==> src/rtl/dma_icb_rd_master_if.sv <==
// ---------------------------------------------------------------------------
// dma_icb_rd_master_if
// ICB (command/response) bus bundle between a read master and a slave.
//   icb_cmd_valid_o / icb_cmd_ready_i : command handshake (master -> slave)
//   icb_cmd_addr_o                    : command address
//   icb_cmd_read_o                    : read strobe (always 1 for this master)
//   icb_cmd_wdata_o / icb_cmd_wmask_o : write data / byte mask (unused, 0)
//   icb_rsp_valid_i / icb_rsp_ready_o : response handshake (slave -> master)
//   icb_rsp_rdata_i / icb_rsp_err_i   : response read data / error flag
// Suffixes are relative to the master side.
// ---------------------------------------------------------------------------
`ifndef ICB_WIDTH
`define ICB_WIDTH 32
`endif

interface dma_icb_rd_master_if #(
    parameter int DW = `ICB_WIDTH
);
    logic            icb_cmd_valid_o;
    logic            icb_cmd_ready_i;
    logic [DW-1:0]   icb_cmd_addr_o;
    logic            icb_cmd_read_o;
    logic [DW-1:0]   icb_cmd_wdata_o;
    logic [DW/8-1:0] icb_cmd_wmask_o;
    logic            icb_rsp_valid_i;
    logic            icb_rsp_ready_o;
    logic [DW-1:0]   icb_rsp_rdata_i;
    logic            icb_rsp_err_i;

    modport master (
        output icb_cmd_valid_o, icb_cmd_addr_o, icb_cmd_read_o,
               icb_cmd_wdata_o, icb_cmd_wmask_o, icb_rsp_ready_o,
        input  icb_cmd_ready_i, icb_rsp_valid_i, icb_rsp_rdata_i, icb_rsp_err_i
    );

    modport slave (
        input  icb_cmd_valid_o, icb_cmd_addr_o, icb_cmd_read_o,
               icb_cmd_wdata_o, icb_cmd_wmask_o, icb_rsp_ready_o,
        output icb_cmd_ready_i, icb_rsp_valid_i, icb_rsp_rdata_i, icb_rsp_err_i
    );
endinterface

==> src/rtl/dma_icb_rd_master.sv <==
// ---------------------------------------------------------------------------
// dma_icb_rd_master
// Reads len_i consecutive words starting at src_addr_i over ICB and streams
// them out through a DEPTH-entry FIFO.
//   clk, rst_n            : clock, asynchronous active-low reset
//   start_i               : one-cycle transfer request (IDLE only)
//   src_addr_i, len_i     : start address / word count, captured with start_i
//   busy_o, done_o, err_o : status (done_o one-cycle, err_o sticky)
//   icb                   : ICB master port (see dma_icb_rd_master_if)
//   data_valid_o, data_ready_i, data_o : read-data stream (FIFO head)
// ---------------------------------------------------------------------------
`ifndef ICB_WIDTH
`define ICB_WIDTH 32
`endif

module dma_icb_rd_master #(
    parameter int DW    = `ICB_WIDTH,
    parameter int LW    = 16,
    parameter int DEPTH = 4
) (
    input  logic                clk,
    input  logic                rst_n,
    input  logic                start_i,
    input  logic [DW-1:0]       src_addr_i,
    input  logic [LW-1:0]       len_i,
    output logic                busy_o,
    output logic                done_o,
    output logic                err_o,
    dma_icb_rd_master_if.master icb,
    output logic                data_valid_o,
    input  logic                data_ready_i,
    output logic [DW-1:0]       data_o
);

    localparam int AW = $clog2(DEPTH);

    typedef enum logic [1:0] {
        IDLE,
        RUN,
        DRAIN
    } state_e;

    state_e        state_q, state_d;
    logic [DW-1:0] addr_q, addr_d;
    logic [LW-1:0] len_q, len_d;
    logic [LW-1:0] cmd_cnt_q, cmd_cnt_d;
    logic [LW-1:0] rsp_cnt_q, rsp_cnt_d;
    logic          err_q, err_d;
    logic          done_q, done_d;

    logic [DW-1:0] mem_q [DEPTH];
    logic [AW-1:0] wptr_q, rptr_q;
    logic [AW:0]   cnt_q;

    logic [LW:0]   inflight;
    logic          cmd_valid, cmd_hs, push, pop;

    // Credits in use: commands still awaiting a response plus words parked in
    // the FIFO. This sum never grows without a command handshake, so a
    // command valid derived from it cannot drop before it is accepted.
    assign inflight  = {1'b0, cmd_cnt_q - rsp_cnt_q} + (LW+1)'(cnt_q);
    assign cmd_valid = (state_q == RUN) && (cmd_cnt_q < len_q)
                       && (inflight < (LW+1)'(DEPTH));
    assign cmd_hs    = cmd_valid && icb.icb_cmd_ready_i;
    // Response ready is tied high; responses seen in IDLE are dropped.
    assign push      = icb.icb_rsp_valid_i && (state_q != IDLE);
    assign pop       = (cnt_q != '0) && data_ready_i;

    always_comb begin
        state_d   = state_q;
        addr_d    = addr_q;
        len_d     = len_q;
        cmd_cnt_d = cmd_cnt_q;
        rsp_cnt_d = rsp_cnt_q;
        err_d     = err_q;
        done_d    = 1'b0;

        case (state_q)
            IDLE: begin
                if (start_i) begin
                    err_d = 1'b0;
                    if (len_i != '0) begin
                        addr_d    = src_addr_i;
                        len_d     = len_i;
                        cmd_cnt_d = '0;
                        rsp_cnt_d = '0;
                        state_d   = RUN;
                    end else begin
                        done_d = 1'b1;
                    end
                end
            end
            RUN: begin
                if (cmd_hs) begin
                    cmd_cnt_d = cmd_cnt_q + LW'(1);
                    addr_d    = addr_q + DW'(DW / 8);
                    if (cmd_cnt_q + LW'(1) == len_q) begin
                        state_d = DRAIN;
                    end
                end
            end
            DRAIN: begin
                if ((rsp_cnt_q == len_q) && (cnt_q == '0)) begin
                    state_d = IDLE;
                    done_d  = 1'b1;
                end
            end
            default: state_d = IDLE;
        endcase

        if (push) begin
            rsp_cnt_d = rsp_cnt_q + LW'(1);
            if (icb.icb_rsp_err_i) begin
                err_d = 1'b1;
            end
        end
    end

    always_ff @(posedge clk or negedge rst_n) begin
        if (!rst_n) begin
            state_q   <= IDLE;
            addr_q    <= '0;
            len_q     <= '0;
            cmd_cnt_q <= '0;
            rsp_cnt_q <= '0;
            err_q     <= 1'b0;
            done_q    <= 1'b0;
        end else begin
            state_q   <= state_d;
            addr_q    <= addr_d;
            len_q     <= len_d;
            cmd_cnt_q <= cmd_cnt_d;
            rsp_cnt_q <= rsp_cnt_d;
            err_q     <= err_d;
            done_q    <= done_d;
        end
    end

    always_ff @(posedge clk or negedge rst_n) begin
        if (!rst_n) begin
            wptr_q <= '0;
            rptr_q <= '0;
            cnt_q  <= '0;
        end else begin
            if (push) begin
                wptr_q <= wptr_q + AW'(1);
            end
            if (pop) begin
                rptr_q <= rptr_q + AW'(1);
            end
            case ({push, pop})
                2'b10:   cnt_q <= cnt_q + (AW+1)'(1);
                2'b01:   cnt_q <= cnt_q - (AW+1)'(1);
                default: cnt_q <= cnt_q;
            endcase
        end
    end

    // Storage needs no reset: entries are only visible once pushed.
    always_ff @(posedge clk) begin
        if (push) begin
            mem_q[wptr_q] <= icb.icb_rsp_rdata_i;
        end
    end

    assign busy_o       = (state_q != IDLE);
    assign done_o       = done_q;
    assign err_o        = err_q;
    assign data_valid_o = (cnt_q != '0);
    assign data_o       = mem_q[rptr_q];

    assign icb.icb_cmd_valid_o = cmd_valid;
    assign icb.icb_cmd_addr_o  = addr_q;
    assign icb.icb_cmd_read_o  = 1'b1;
    assign icb.icb_cmd_wdata_o = '0;
    assign icb.icb_cmd_wmask_o = '0;
    assign icb.icb_rsp_ready_o = 1'b1;

endmodule

==> src/flat_wrapper.sv <==
// flat-port wrapper written by rule: the top's interface ports become plain ports
module dma_icb_rd_master_flat 
#(
    parameter int DW    = `ICB_WIDTH,
    parameter int LW    = 16,
    parameter int DEPTH = 4
)
  (clk, rst_n, start_i, src_addr_i, len_i, busy_o, done_o, err_o, data_valid_o, data_ready_i, data_o, icb_icb_cmd_valid_o, icb_icb_cmd_addr_o, icb_icb_cmd_read_o, icb_icb_cmd_wdata_o, icb_icb_cmd_wmask_o, icb_icb_rsp_ready_o, icb_icb_cmd_ready_i, icb_icb_rsp_valid_i, icb_icb_rsp_rdata_i, icb_icb_rsp_err_i);
  dma_icb_rd_master_if #(.DW(DW)) icb_i ();
  input  logic clk;
  input  logic rst_n;
  input  logic start_i;
  input  logic [DW-1:0] src_addr_i;
  input  logic [LW-1:0] len_i;
  output logic busy_o;
  output logic done_o;
  output logic err_o;
  output logic data_valid_o;
  input  logic data_ready_i;
  output logic [DW-1:0] data_o;
  output wire logic [$bits(icb_i.icb_cmd_valid_o)-1:0] icb_icb_cmd_valid_o;
  output wire logic [$bits(icb_i.icb_cmd_addr_o)-1:0] icb_icb_cmd_addr_o;
  output wire logic [$bits(icb_i.icb_cmd_read_o)-1:0] icb_icb_cmd_read_o;
  output wire logic [$bits(icb_i.icb_cmd_wdata_o)-1:0] icb_icb_cmd_wdata_o;
  output wire logic [$bits(icb_i.icb_cmd_wmask_o)-1:0] icb_icb_cmd_wmask_o;
  output wire logic [$bits(icb_i.icb_rsp_ready_o)-1:0] icb_icb_rsp_ready_o;
  input wire logic [$bits(icb_i.icb_cmd_ready_i)-1:0] icb_icb_cmd_ready_i;
  input wire logic [$bits(icb_i.icb_rsp_valid_i)-1:0] icb_icb_rsp_valid_i;
  input wire logic [$bits(icb_i.icb_rsp_rdata_i)-1:0] icb_icb_rsp_rdata_i;
  input wire logic [$bits(icb_i.icb_rsp_err_i)-1:0] icb_icb_rsp_err_i;
  assign icb_icb_cmd_valid_o = icb_i.icb_cmd_valid_o;
  assign icb_icb_cmd_addr_o = icb_i.icb_cmd_addr_o;
  assign icb_icb_cmd_read_o = icb_i.icb_cmd_read_o;
  assign icb_icb_cmd_wdata_o = icb_i.icb_cmd_wdata_o;
  assign icb_icb_cmd_wmask_o = icb_i.icb_cmd_wmask_o;
  assign icb_icb_rsp_ready_o = icb_i.icb_rsp_ready_o;
  assign icb_i.icb_cmd_ready_i = icb_icb_cmd_ready_i;
  assign icb_i.icb_rsp_valid_i = icb_icb_rsp_valid_i;
  assign icb_i.icb_rsp_rdata_i = icb_icb_rsp_rdata_i;
  assign icb_i.icb_rsp_err_i = icb_icb_rsp_err_i;
  dma_icb_rd_master #(.DW(DW), .LW(LW), .DEPTH(DEPTH)) u_core (.clk(clk), .rst_n(rst_n), .start_i(start_i), .src_addr_i(src_addr_i), .len_i(len_i), .busy_o(busy_o), .done_o(done_o), .err_o(err_o), .icb(icb_i), .data_valid_o(data_valid_o), .data_ready_i(data_ready_i), .data_o(data_o));
endmodule
==> config.mk <==
export PLATFORM = sky130hd
export DESIGN_NAME = dma_icb_rd_master_flat
export DESIGN_NICKNAME = d
export VERILOG_FILES = /design/src/rtl/dma_icb_rd_master_if.sv /design/src/rtl/dma_icb_rd_master.sv /design/src/flat_wrapper.sv
export SDC_FILE = /design/constraint.sdc
export NUM_CORES = 1
export LEC_CHECK = 0
export CAP_MARGIN = 20
export CORE_AREA = 2 2 231 176
export CTS_CLUSTER_SIZE = 20
export DETAILED_ROUTE_END_ITERATION = 6
export DIE_AREA = 0 0 233 178
export GPL_ROUTABILITY_DRIVEN = 0
export MAX_ROUTING_LAYER = met4
export PLACE_DENSITY = 0.47
export SLEW_MARGIN = 30
export SYNTH_ARGS = -nofsm -noshare
export SYNTH_HDL_FRONTEND = slang
export SYNTH_SLANG_ARGS = --single-unit
==> constraint.sdc <==
create_clock -name clk -period 4 [get_ports clk]
set_clock_uncertainty 0.1 [all_clocks]
set_input_delay 0.8 -clock clk [delete_from_list [all_inputs] [get_ports clk]]
set_output_delay 0.8 -clock clk [all_outputs]
set_load 0.005 [all_outputs]
==> run_results.csv, run 1 <==
group,metric,value,unit
worst_setup_path,start_kind,"flop",
power_and_ir_drop,p_leak,6.146,nW
route,drt-total-wl,33030,um
route,firstDrtPassIters,5,
grt,grt_remaining_overflow,0,
power_and_ir_drop,ir_drop,0.0002820,V
clock_network,cts_buffers,24,
placement,io_buffer_count,155,
grt,antenna_found_initial,0,
timing,fin_crit,4.673,ns
clock_network,clock-sinks,219,
timing,grt_setup_unrepaired,"true",
worst_setup_path,endpoint_kind,"output port",
finish,final_common_cell,"clkdlybuf4s50_1",
finish,num-nets-final,1437,
finish,mostFrequentLayoutCells,"153 x clkdlybuf4s50_1, 139 x buf_4, 128 x edfxtp_1",
die,die_x,233,um
clock_network,cts_buffer_depth,3,
route,drt_iter0_markers,579,
timing,fin_ws,-0.6729,ns
worst_setup_path,cp_max_fo,2,
timing,report.final.slew_viol_count,0,
timing,holdWs,0.2644,ns
yosys,ys_seq_elements,219,
worst_setup_path,cp.arrival,3.77,ns
die,pin_count,194,
placement,dp_cells,1800,
yosys,synth_flop_cell,"edfxtp_1",
grt,grtUsageTotal,0.1611,
finish,diodes,0,
outcome,violations,"negative setup slack",
worst_setup_path,regToRegSetupSlack,0.05,ns
route,via_per_inst,4.843,
finish,final_cells,1842,
clock_network,htree_num_levels,1,
clock_network,clockRootBuffer,"clkbuf_16",
finish,syn2layout_area_growth,31.91,%
grt,grt_pass1_wl,50310,um
yosys,yosys.area.top_type,"edfxtp_1",
finish,layout-drive-gt1-share,0.1732,
timing,fin_crit_sh,1.168,
timing,setup_viol_count_final,1,
die,fp.dieArea,0.04147,mm2
grt,grt_pass1_vias,8575,
yosys,yosysUniqueCellTypes,69,
die,num_rows,63,
yosys,yosysWarnings,0,
worst_setup_path,critPathKind,"reg -> out",
yosys,synth_area,0.01165,mm2
clock_network,tritoncts,"done",
yosys,syn-instance-count,1032,
power_and_ir_drop,powerDensity,449.9,mW/mm2
die,die_height,178,um
yosys,synthArstFlopShare,0.4155,
route,vias,8920,
yosys,ys_seq_area_frac,0.5253,
placement,hpwl,23950,um
die,core-area,0.03918,mm2
route,routedWlPerCell,17.93,um
worst_setup_path,cpPeakStageDelay,0.48,ns
yosys,syn_area_per_cell,11.29,um2
route,ant_nets,0,
grt,grt_max_degree,58,
timing,clock.fmax,214.0,MHz
worst_setup_path,critPathRequiredTime,3.10,ns
route,drc,0,
worst_hold_path,hold_class,"in -> async",
worst_setup_path,r2r_cells,15,
timing,worstMarginPinSlew,0.8320,ns
timing,relSlewSlack,0.4453,
timing,tns,-0.6729,ns
yosys,synthTopCellsByArea,"edfxtp_1 33%, dfrtp_1 20%, mux4_2 6.2%",
worst_setup_path,cpMostUsedCell,"o211ai_1",
worst_setup_path,timing.rr.start,"u_core.rsp_cnt_q[0]",
die,start_util,0.2974,
job,cap_violations,0,
worst_setup_path,cp_cell_sequence,"ha_4, fa_1, inv_1, ha_1, and3b_1, or3_1, a21oi_2, o211ai_1, or4_4, nor4_4, o211ai_1, a211oi_2, buf_2",
worst_setup_path,r2r-end,"u_core.cmd_cnt_q[6]",
outcome,status,"finished with violations",
clock_network,clock_latency,0.54,ns
timing,hold_viol_final,0,
clock_network,path_clk_slew,0.07,ns
yosys,synth_top_area_frac,0.3299,
yosys,synth_edf_count,128,
worst_setup_path,cp_slowest_cell,"fa_1",
## state kept, by name (all words and copies together), names as in the netlist, 3 cells and up
signal / flops
u_core.cnt_q: 3
u_core.rsp_cnt_q: 16
u_core.cmd_cnt_q: 16
u_core.len_q: 16
u_core.icb.icb_cmd_addr_o: 32
u_core.mem_q: 128
## critical path: cells and delay by family, from the launching register on
family | cells | cell delay (ns)
DFF | 1 | 0.41
and+or+nand+nor | 4 | 1.09
buffers and inverters | 2 | 0.19
adders and majority gates | 3 | 0.90
AOI/OAI and AO/OA | 4 | 0.63
## stage by stage
stage / util / cell area (um2) / worst slack [ns] / total power, W
3_3_place_gp: 0.3741 / 14660 / -0.6760 / 0.004936
2_1_floorplan: - / 11800 / 0.05666 / 0.003933
3_5_place_dp: 0.3741 / 14660 / -0.6983 / 0.004949
4_1_cts: 0.3924 / 15370 / -0.7593 / 0.007039
5_1_grt: 0.3924 / 15370 / -0.8780 / 0.007288
6_report: 0.3924 / 15370 / -0.6729 / 0.006915
## what timing repair did
action                                 in CTS  in global routing
setup endpoints to repair                   7                 31
pin swaps                                   4                  0
hold buffers                                0                  0
endpoints found under the hold margin       0                  0
gates resized for setup                     8                  0
setup buffers                               1                  0
## kinds of logic (layout without fill, tap and decap cells)
| kind of cell | count (synthesis) | in the layout | synth area share |
|---|---|---|---|
| AOI/OAI and AO/OA | 227 | 227 | 0.1249 |
| xor gates and xnor gates | 57 | 57 | 0.04284 |
| adders and majority gates | 43 | 43 | 0.04746 |
| buffers and inverters | 146 | 400 | 0.06120 |
| DFF | 219 | 219 | 0.5253 |
| muxes | 42 | 42 | 0.07055 |
| other | 2 | 38 | 0.0006445 |
| and+or+nand+nor | 296 | 296 | 0.1271 |
## power breakdown
part / internal, W / total (W) / leakage (nW) / switching [W]
clock: 0.00112 / 0.00204 / 0.340 / 0.000920
sequential: 0.00273 / 0.00283 / 2.24 / 0.000103
combinational: 0.00111 / 0.00204 / 3.57 / 0.000931
## worst max-delay path by stage
| stage | from | cells after the start | end |
|---|---|---|---|
| floorplan | u_core.cmd_cnt_q[0] | 13 | icb_icb_cmd_valid_o |
| global placement | u_core.cmd_cnt_q[0] | 14 | icb_icb_cmd_valid_o |
| detailed placement | u_core.cmd_cnt_q[0] | 14 | icb_icb_cmd_valid_o |
| CTS | u_core.rsp_cnt_q[0] | 13 | icb_icb_cmd_valid_o |
| global route | u_core.rsp_cnt_q[0] | 13 | icb_icb_cmd_valid_o |
| finish | u_core.rsp_cnt_q[0] | 13 | icb_icb_cmd_valid_o |
## Yosys cell counts, types with 19 or more instances
| library cell | instances |
|---|---|
| nor2_1 | 65 |
| inv_1 | 61 |
| xnor2_1 | 28 |
| nand3_1 | 40 |
| xor2_1 | 29 |
| nand2_1 | 66 |
| dfrtp_1 | 91 |
| buf_4 | 38 |
| ha_1 | 41 |
| edfxtp_1 | 128 |
| a31oi_1 | 19 |
| nor3_1 | 26 |
| a21oi_1 | 63 |
| mux4_2 | 32 |
| o21ai_0 | 49 |
| clkbuf_1 | 33 |
## cell type report
class / instances / area, um2
Clock inverter: 8 / 47.55
Inverter: 62 / 232.7
Timing Repair Buffer: 297 / 2660
Multi-Input combinational cell: 703 / 5014
Clock buffer: 33 / 644.4
Sequential cell: 219 / 6122
Fill cell: 3872 / 23810
Tap cell: 520 / 650.6
## layer usage
layer	track usage	share of wire	vias up
met5	-	0	-
met4	0.02468	0.011	0
met3	0.02478	0.044	27
met2	0.2370	0.44	198
met1	0.2381	0.50	4391
li1	-	-	4304
(Power assumes the default switching activity.)
==> run 2, diff against run 1 <==
--- a/config.mk
+++ b/config.mk
@@ -10,9 +10,10 @@
 export CTS_CLUSTER_SIZE = 20
 export DETAILED_ROUTE_END_ITERATION = 6
 export DIE_AREA = 0 0 233 178
+export DONT_BUFFER_PORTS = 1
 export GPL_ROUTABILITY_DRIVEN = 0
 export MAX_ROUTING_LAYER = met4
-export PLACE_DENSITY = 0.47
+export PLACE_DENSITY = 0.41
 export SLEW_MARGIN = 30
 export SYNTH_ARGS = -nofsm -noshare
 export SYNTH_HDL_FRONTEND = slang
==> run 2 against run 1 <==
Net effect: the run still ends with negative setup slack left; setup slack gained 0.013 ns; sequential power about the same; core utilization is 3.2 points lower; global-route usage shrank 0.25 points; clock power rose by 21%; power is 1.3% lower; register-to-register slack got worse by 0.12 ns; worst hold slack got worse by 0.18 ns; critical endpoint unchanged; largest power group unchanged; highest routed layer unchanged.
==> run_results.csv, run 2 (same netlist as run 1, synthesis figures left out) <==
group,metric,value,unit
timing,fin_crit_sh,1.165,
power_and_ir_drop,p_leak,5.532,nW
route,ant_nets,0,
finish,diodes,0,
timing,clock.fmax,214.6,MHz
finish,final_common_cell,"edfxtp_1",
route,drt-total-wl,32660,um
clock_network,tritoncts,"done",
clock_network,htree_num_levels,1,
worst_setup_path,r2r_cells,17,
grt,grt_max_degree,92,
job,cap_violations,0,
die,die_x,233,um
timing,fin_crit,4.660,ns
worst_hold_path,hold_class,"in -> async",
timing,grt_setup_unrepaired,"true",
die,pin_count,194,
worst_setup_path,critPathKind,"reg -> out",
outcome,violations,"negative setup slack",
grt,grt_remaining_overflow,0,
route,drc,0,
die,core-area,0.03918,mm2
finish,final_core_util,0.3601,
worst_setup_path,cp.arrival,3.76,ns
clock_network,clock_latency,0.52,ns
power_and_ir_drop,powerDensity,483.7,mW/mm2
worst_setup_path,endpoint_kind,"output port",
finish,layout-drive-gt1-share,0.1979,
grt,grtUsageTotal,0.1586,
finish,regMostFlops,"u_core.mem_q",
grt,grt_pass1_vias,8060,
clock_network,cts_buffers,26,
timing,report.final.slew_viol_count,0,
worst_setup_path,start_kind,"flop",
timing,fin_ws,-0.6596,ns
finish,finalInstanceArea,0.01411,mm2
placement,io_buffer_count,0,
timing,relSlewSlack,0.4675,
die,die_height,178,um
worst_setup_path,cp_max_fo,2,
timing,holdWs,0.08161,ns
grt,antenna_found_initial,0,
die,num_rows,63,
route,drt_iter0_markers,589,
timing,worstMarginPinSlew,0.7979,ns
grt,grt_pass1_wl,49460,um
route,via_per_inst,4.995,
die,fp.dieArea,0.04147,mm2
clock_network,cts_buffer_depth,3,
placement,placed_area,0.01253,mm2
clock_network,path_clk_slew,0.07,ns
timing,tns,-0.9376,ns
power_and_ir_drop,ir_drop,0.0002961,V
finish,largest_register_ffs,128,
worst_setup_path,critPathRequiredTime,3.10,ns
placement,hpwl,22340,um
finish,num-nets-final,1229,
finish,mostFrequentLayoutCells,"128 x edfxtp_1, 90 x dfrtp_1, 66 x nand2_1, 66 x buf_4, 65 x nor2_1",
clock_network,clockRootBuffer,"clkbuf_16",
timing,hold_viol_final,0,
route,vias,8176,
outcome,status,"finished with violations",
route,routedWlPerCell,19.95,um
timing,setup_viol_count_final,9,
finish,syn2layout_area_growth,21.07,%
route,firstDrtPassIters,5,
clock_network,clock-sinks,219,
die,start_util,0.2974,
==> run 2: area by class of cell <==
class	instances	area (um2)
clock inverters	17	209.0
flip-flops and latches	219	6122
repair buffers	87	944.7
clock buffers	29	683.2
well taps	520	650.6
fillers	3858	25070
multi-input cells	703	5265
inverters	62	232.7
==> run 2: worst max-delay path, cell delays in order (launching register included) <==
cell,delay (ns)
dfrtp_1,0.41
ha_4,0.17
fa_1,0.48
inv_1,0.04
ha_1,0.25
and3b_1,0.17
or3_4,0.33
a21oi_2,0.12
o211ai_1,0.16
or4_4,0.46
nor4_4,0.16
o211ai_1,0.16
a211oi_2,0.18
buf_4,0.14
==> run 2: path summary, 6_finish.rpt <==
check	from	slack (ns)	endpoint
max	u_core.rsp_cnt_q[0]	-0.66	icb_icb_cmd_valid_o
min	rst_n	0.08	u_core.icb.icb_cmd_addr_o[26]
max reg2reg	u_core.rsp_cnt_q[0]	-0.07	u_core.cmd_cnt_q[7]
min reg2reg	u_core.icb.icb_cmd_addr_o[0]	0.39	u_core.icb.icb_cmd_addr_o[0]
max in group asynchronous	rst_n	3.22	u_core.rptr_q[0]
min in group clk	start_i	0.26	u_core.err_o
==> run 2: per-stage QoR <==
step	setup WS, ns	std cells	power [W]
after floorplan	0.05666	1068	0.003933
after global placement	-0.1951	1572	0.004408
after detailed placement	-0.2243	1572	0.004406
after CTS	-0.7101	1631	0.006947
after global routing	-0.8548	1637	0.007178
final	-0.6596	1637	0.006823
==> run 2: where the power goes <==
group | leakage, nW | internal (W) | switching [W]
clock network | 0.433 | 0.00154 | 0.000932
logic | 2.86 | 0.000664 | 0.000853
registers | 2.24 | 0.00273 | 0.000106
total | 5.53 | 0.00493 | 0.00189
==> run 2: timing repair <==
action / in CTS / in global routing
cloned: 5 / 4
buffers inserted: 8 / 4
hold buffers: 1 / 0
pin swaps: 13 / 39
resized for setup: 24 / 56
hold endpoints to repair: 91 / 0
endpoints found under the setup margin: 28 / 44
==> run 2: routing by layer <==
layer  GRT usage  vias up  share of wire
li1            -     3894              -
met1      0.2321     4077           0.50
met2      0.2331      172           0.44
met3     0.02398       33          0.045
met4     0.03105        0          0.017
met5           -        -              0
==> run 3, diff against run 2 <==
--- a/config.mk
+++ b/config.mk
@@ -6,6 +6,8 @@
 export NUM_CORES = 1
 export LEC_CHECK = 0
 export CAP_MARGIN = 20
+export CELL_PAD_IN_SITES_DETAIL_PLACEMENT = 1
+export CELL_PAD_IN_SITES_GLOBAL_PLACEMENT = 2
 export CORE_AREA = 2 2 231 176
 export CTS_CLUSTER_SIZE = 20
 export DETAILED_ROUTE_END_ITERATION = 6
@@ -13,7 +15,7 @@
 export DONT_BUFFER_PORTS = 1
 export GPL_ROUTABILITY_DRIVEN = 0
 export MAX_ROUTING_LAYER = met4
-export PLACE_DENSITY = 0.41
+export PLACE_DENSITY = 0.58
 export SLEW_MARGIN = 30
 export SYNTH_ARGS = -nofsm -noshare
 export SYNTH_HDL_FRONTEND = slang
==> run 3 against run 2 <==
Net effect: the run still ends with negative setup slack left; register-to-register slack improved by 0.02 ns; worst hold slack lost 0.0081 ns; sequential share of layout area increased by 0.94 points; via count increased by 1.7%; flip-flop and latch count did not move; power up 1.6%; count of clock-buffer cells in the layout up 2; cell count up 1.1%; largest power group unchanged; highest routed layer unchanged.
==> run_results.csv, run 3 (same netlist as run 1, synthesis figures left out) <==
group,metric,value,unit
placement,io_buffer_count,0,
placement,place_ws,-0.2588,ns
outcome,status,"finished with violations",
route,via_per_inst,5.024,
worst_setup_path,crit_family,"simple AND/OR/NAND/NOR gates",
die,core-area,0.03918,mm2
clock_network,clock_latency,0.56,ns
power_and_ir_drop,ir_drop,0.0002642,V
grt,grt_max_degree,92,
clock_network,tritoncts,"done",
clock_network,htree_num_levels,1,
timing,fin_crit,4.740,ns
worst_setup_path,cp_slowest_cell,"fa_1",
worst_setup_path,critPathKind,"reg -> out",
route,firstDrtPassIters,4,
timing,hold_viol_final,0,
finish,final_common_cell,"edfxtp_1",
die,pin_count,194,
worst_setup_path,cp_cell_sequence,"ha_4, fa_1, inv_1, ha_1, and3b_1, or3_4, a21oi_2, o211ai_1, or4_4, nor4_4, o211ai_1, a211oi_2, buf_4",
job,cap_violations,0,
grt,antenna_found_initial,0,
worst_hold_path,hold_class,"in -> async",
timing,tns,-1.755,ns
worst_setup_path,critPathBufInv,2,
finish,syn2layout_area_growth,18.51,%
route,drc,0,
timing,grt_setup_unrepaired,"true",
timing,relSlewSlack,0.5044,
route,ant_nets,0,
grt,grtUsageTotal,0.1713,
route,vias,8314,
grt,grt_pass1_wl,52720,um
clock_network,path_clk_slew,0.06,ns
power_and_ir_drop,powerDensity,502.0,mW/mm2
finish,regMostFlops,"u_core.mem_q",
route,routedWlPerCell,21.48,um
timing,fin_ws,-0.7403,ns
clock_network,clock-sinks,219,
finish,mostFrequentLayoutCells,"128 x edfxtp_1, 91 x buf_4, 90 x dfrtp_1",
clock_network,clockRootBuffer,"clkbuf_16",
die,die_height,178,um
finish,layout-drive-gt1-share,0.1684,
die,fp.dieArea,0.04147,mm2
finish,largest_register_ffs,128,
finish,finalInstanceArea,0.01381,mm2
grt,grt_pass1_vias,8462,
outcome,violations,"negative setup slack",
worst_setup_path,start_kind,"flop",
finish,num-nets-final,1243,
timing,clock.fmax,211.0,MHz
worst_setup_path,cp.arrival,3.84,ns
grt,grt_remaining_overflow,0,
timing,setup_viol_count_final,34,
placement,hpwl,25190,um
die,die_x,233,um
timing,worstMarginPinSlew,0.7366,ns
worst_setup_path,cp_max_fo,2,
clock_network,cts_buffers,27,
worst_setup_path,critPathRequiredTime,3.10,ns
timing,report.final.slew_viol_count,0,
die,num_rows,63,
finish,final_core_util,0.3525,
timing,fin_crit_sh,1.185,
timing,holdWs,0.07348,ns
worst_setup_path,endpoint_kind,"output port",
route,drt_iter0_markers,453,
worst_setup_path,cpMostUsedCell,"o211ai_1",
route,drt-total-wl,35550,um
die,start_util,0.2974,
clock_network,cts_buffer_depth,3,
power_and_ir_drop,p_leak,5.483,nW
worst_setup_path,cpPeakStageDelay,0.47,ns
placement,placed_area,0.01275,mm2
[run 3: repair_timing]
action | 4_1_cts | 5_1_grt
endpoints found under the hold margin | 91 | 0
cloned | 0 | 3
endpoints found under the setup margin | 1 | 41
pin swaps | 2 | 1
setup buffers | 0 | 3
gates resized for setup | 2 | 4
hold buffers | 1 | 0
[run 3: per-layer routing]
metal  track usage  routed length [um]  vias up
met1        0.2453               17540     4201
met4       0.03317                 602        0
li1              -                   -     3915
met5             -                   0        -
met3       0.03325                1892       40
met2        0.2526               15520      158
[run 3: power by group]
| part | switching (W) | total (W) | internal [W] | leakage [nW] |
|---|---|---|---|---|
| Clock | 0.000998 | 0.00250 | 0.00150 | 0.439 |
| Sequential | 0.000138 | 0.00287 | 0.00273 | 2.24 |
| Combinational | 0.000852 | 0.00156 | 0.000713 | 2.81 |
| Total | 0.00199 | 0.00693 | 0.00494 | 5.48 |
[run 3: cell type report]
cell class	count	area (um2)
clock inverters	19	211.5
flip-flops and latches	219	6122
inverters	62	232.7
well taps	520	650.6
diodes	1	2.502
fillers	4250	25370
clock buffers	31	690.7
repair buffers	100	885.9
multi-input cells	703	5014
[run 3: path summary, 6_finish.rpt]
| kind | end | startpoint | cells past startpoint | slack (ns) |
|---|---|---|---|---|
| max | icb_icb_cmd_valid_o | u_core.rsp_cnt_q[0] | 13 | -0.74 |
| min | u_core.icb.icb_cmd_addr_o[31] | rst_n | 1 | 0.07 |
| max reg2reg | u_core.icb.icb_cmd_addr_o[15] | u_core.rsp_cnt_q[0] | 14 | -0.05 |
| min reg2reg | u_core.icb.icb_cmd_addr_o[0] | u_core.icb.icb_cmd_addr_o[0] | 2 | 0.41 |
| max in group asynchronous | u_core.len_q[9] | rst_n | 1 | 3.31 |
| min in group clk | u_core.err_o | start_i | 1 | 0.24 |
[run 3: stage by stage]
| stage | std cells | total power [W] |
|---|---|---|
| finish | 1655 | 0.006932 |
| global route | 1654 | 0.007305 |
| CTS | 1649 | 0.007042 |
| detailed placement | 1598 | 0.004459 |
| global placement | 1598 | 0.004427 |
| floorplan | 1068 | 0.003933 |
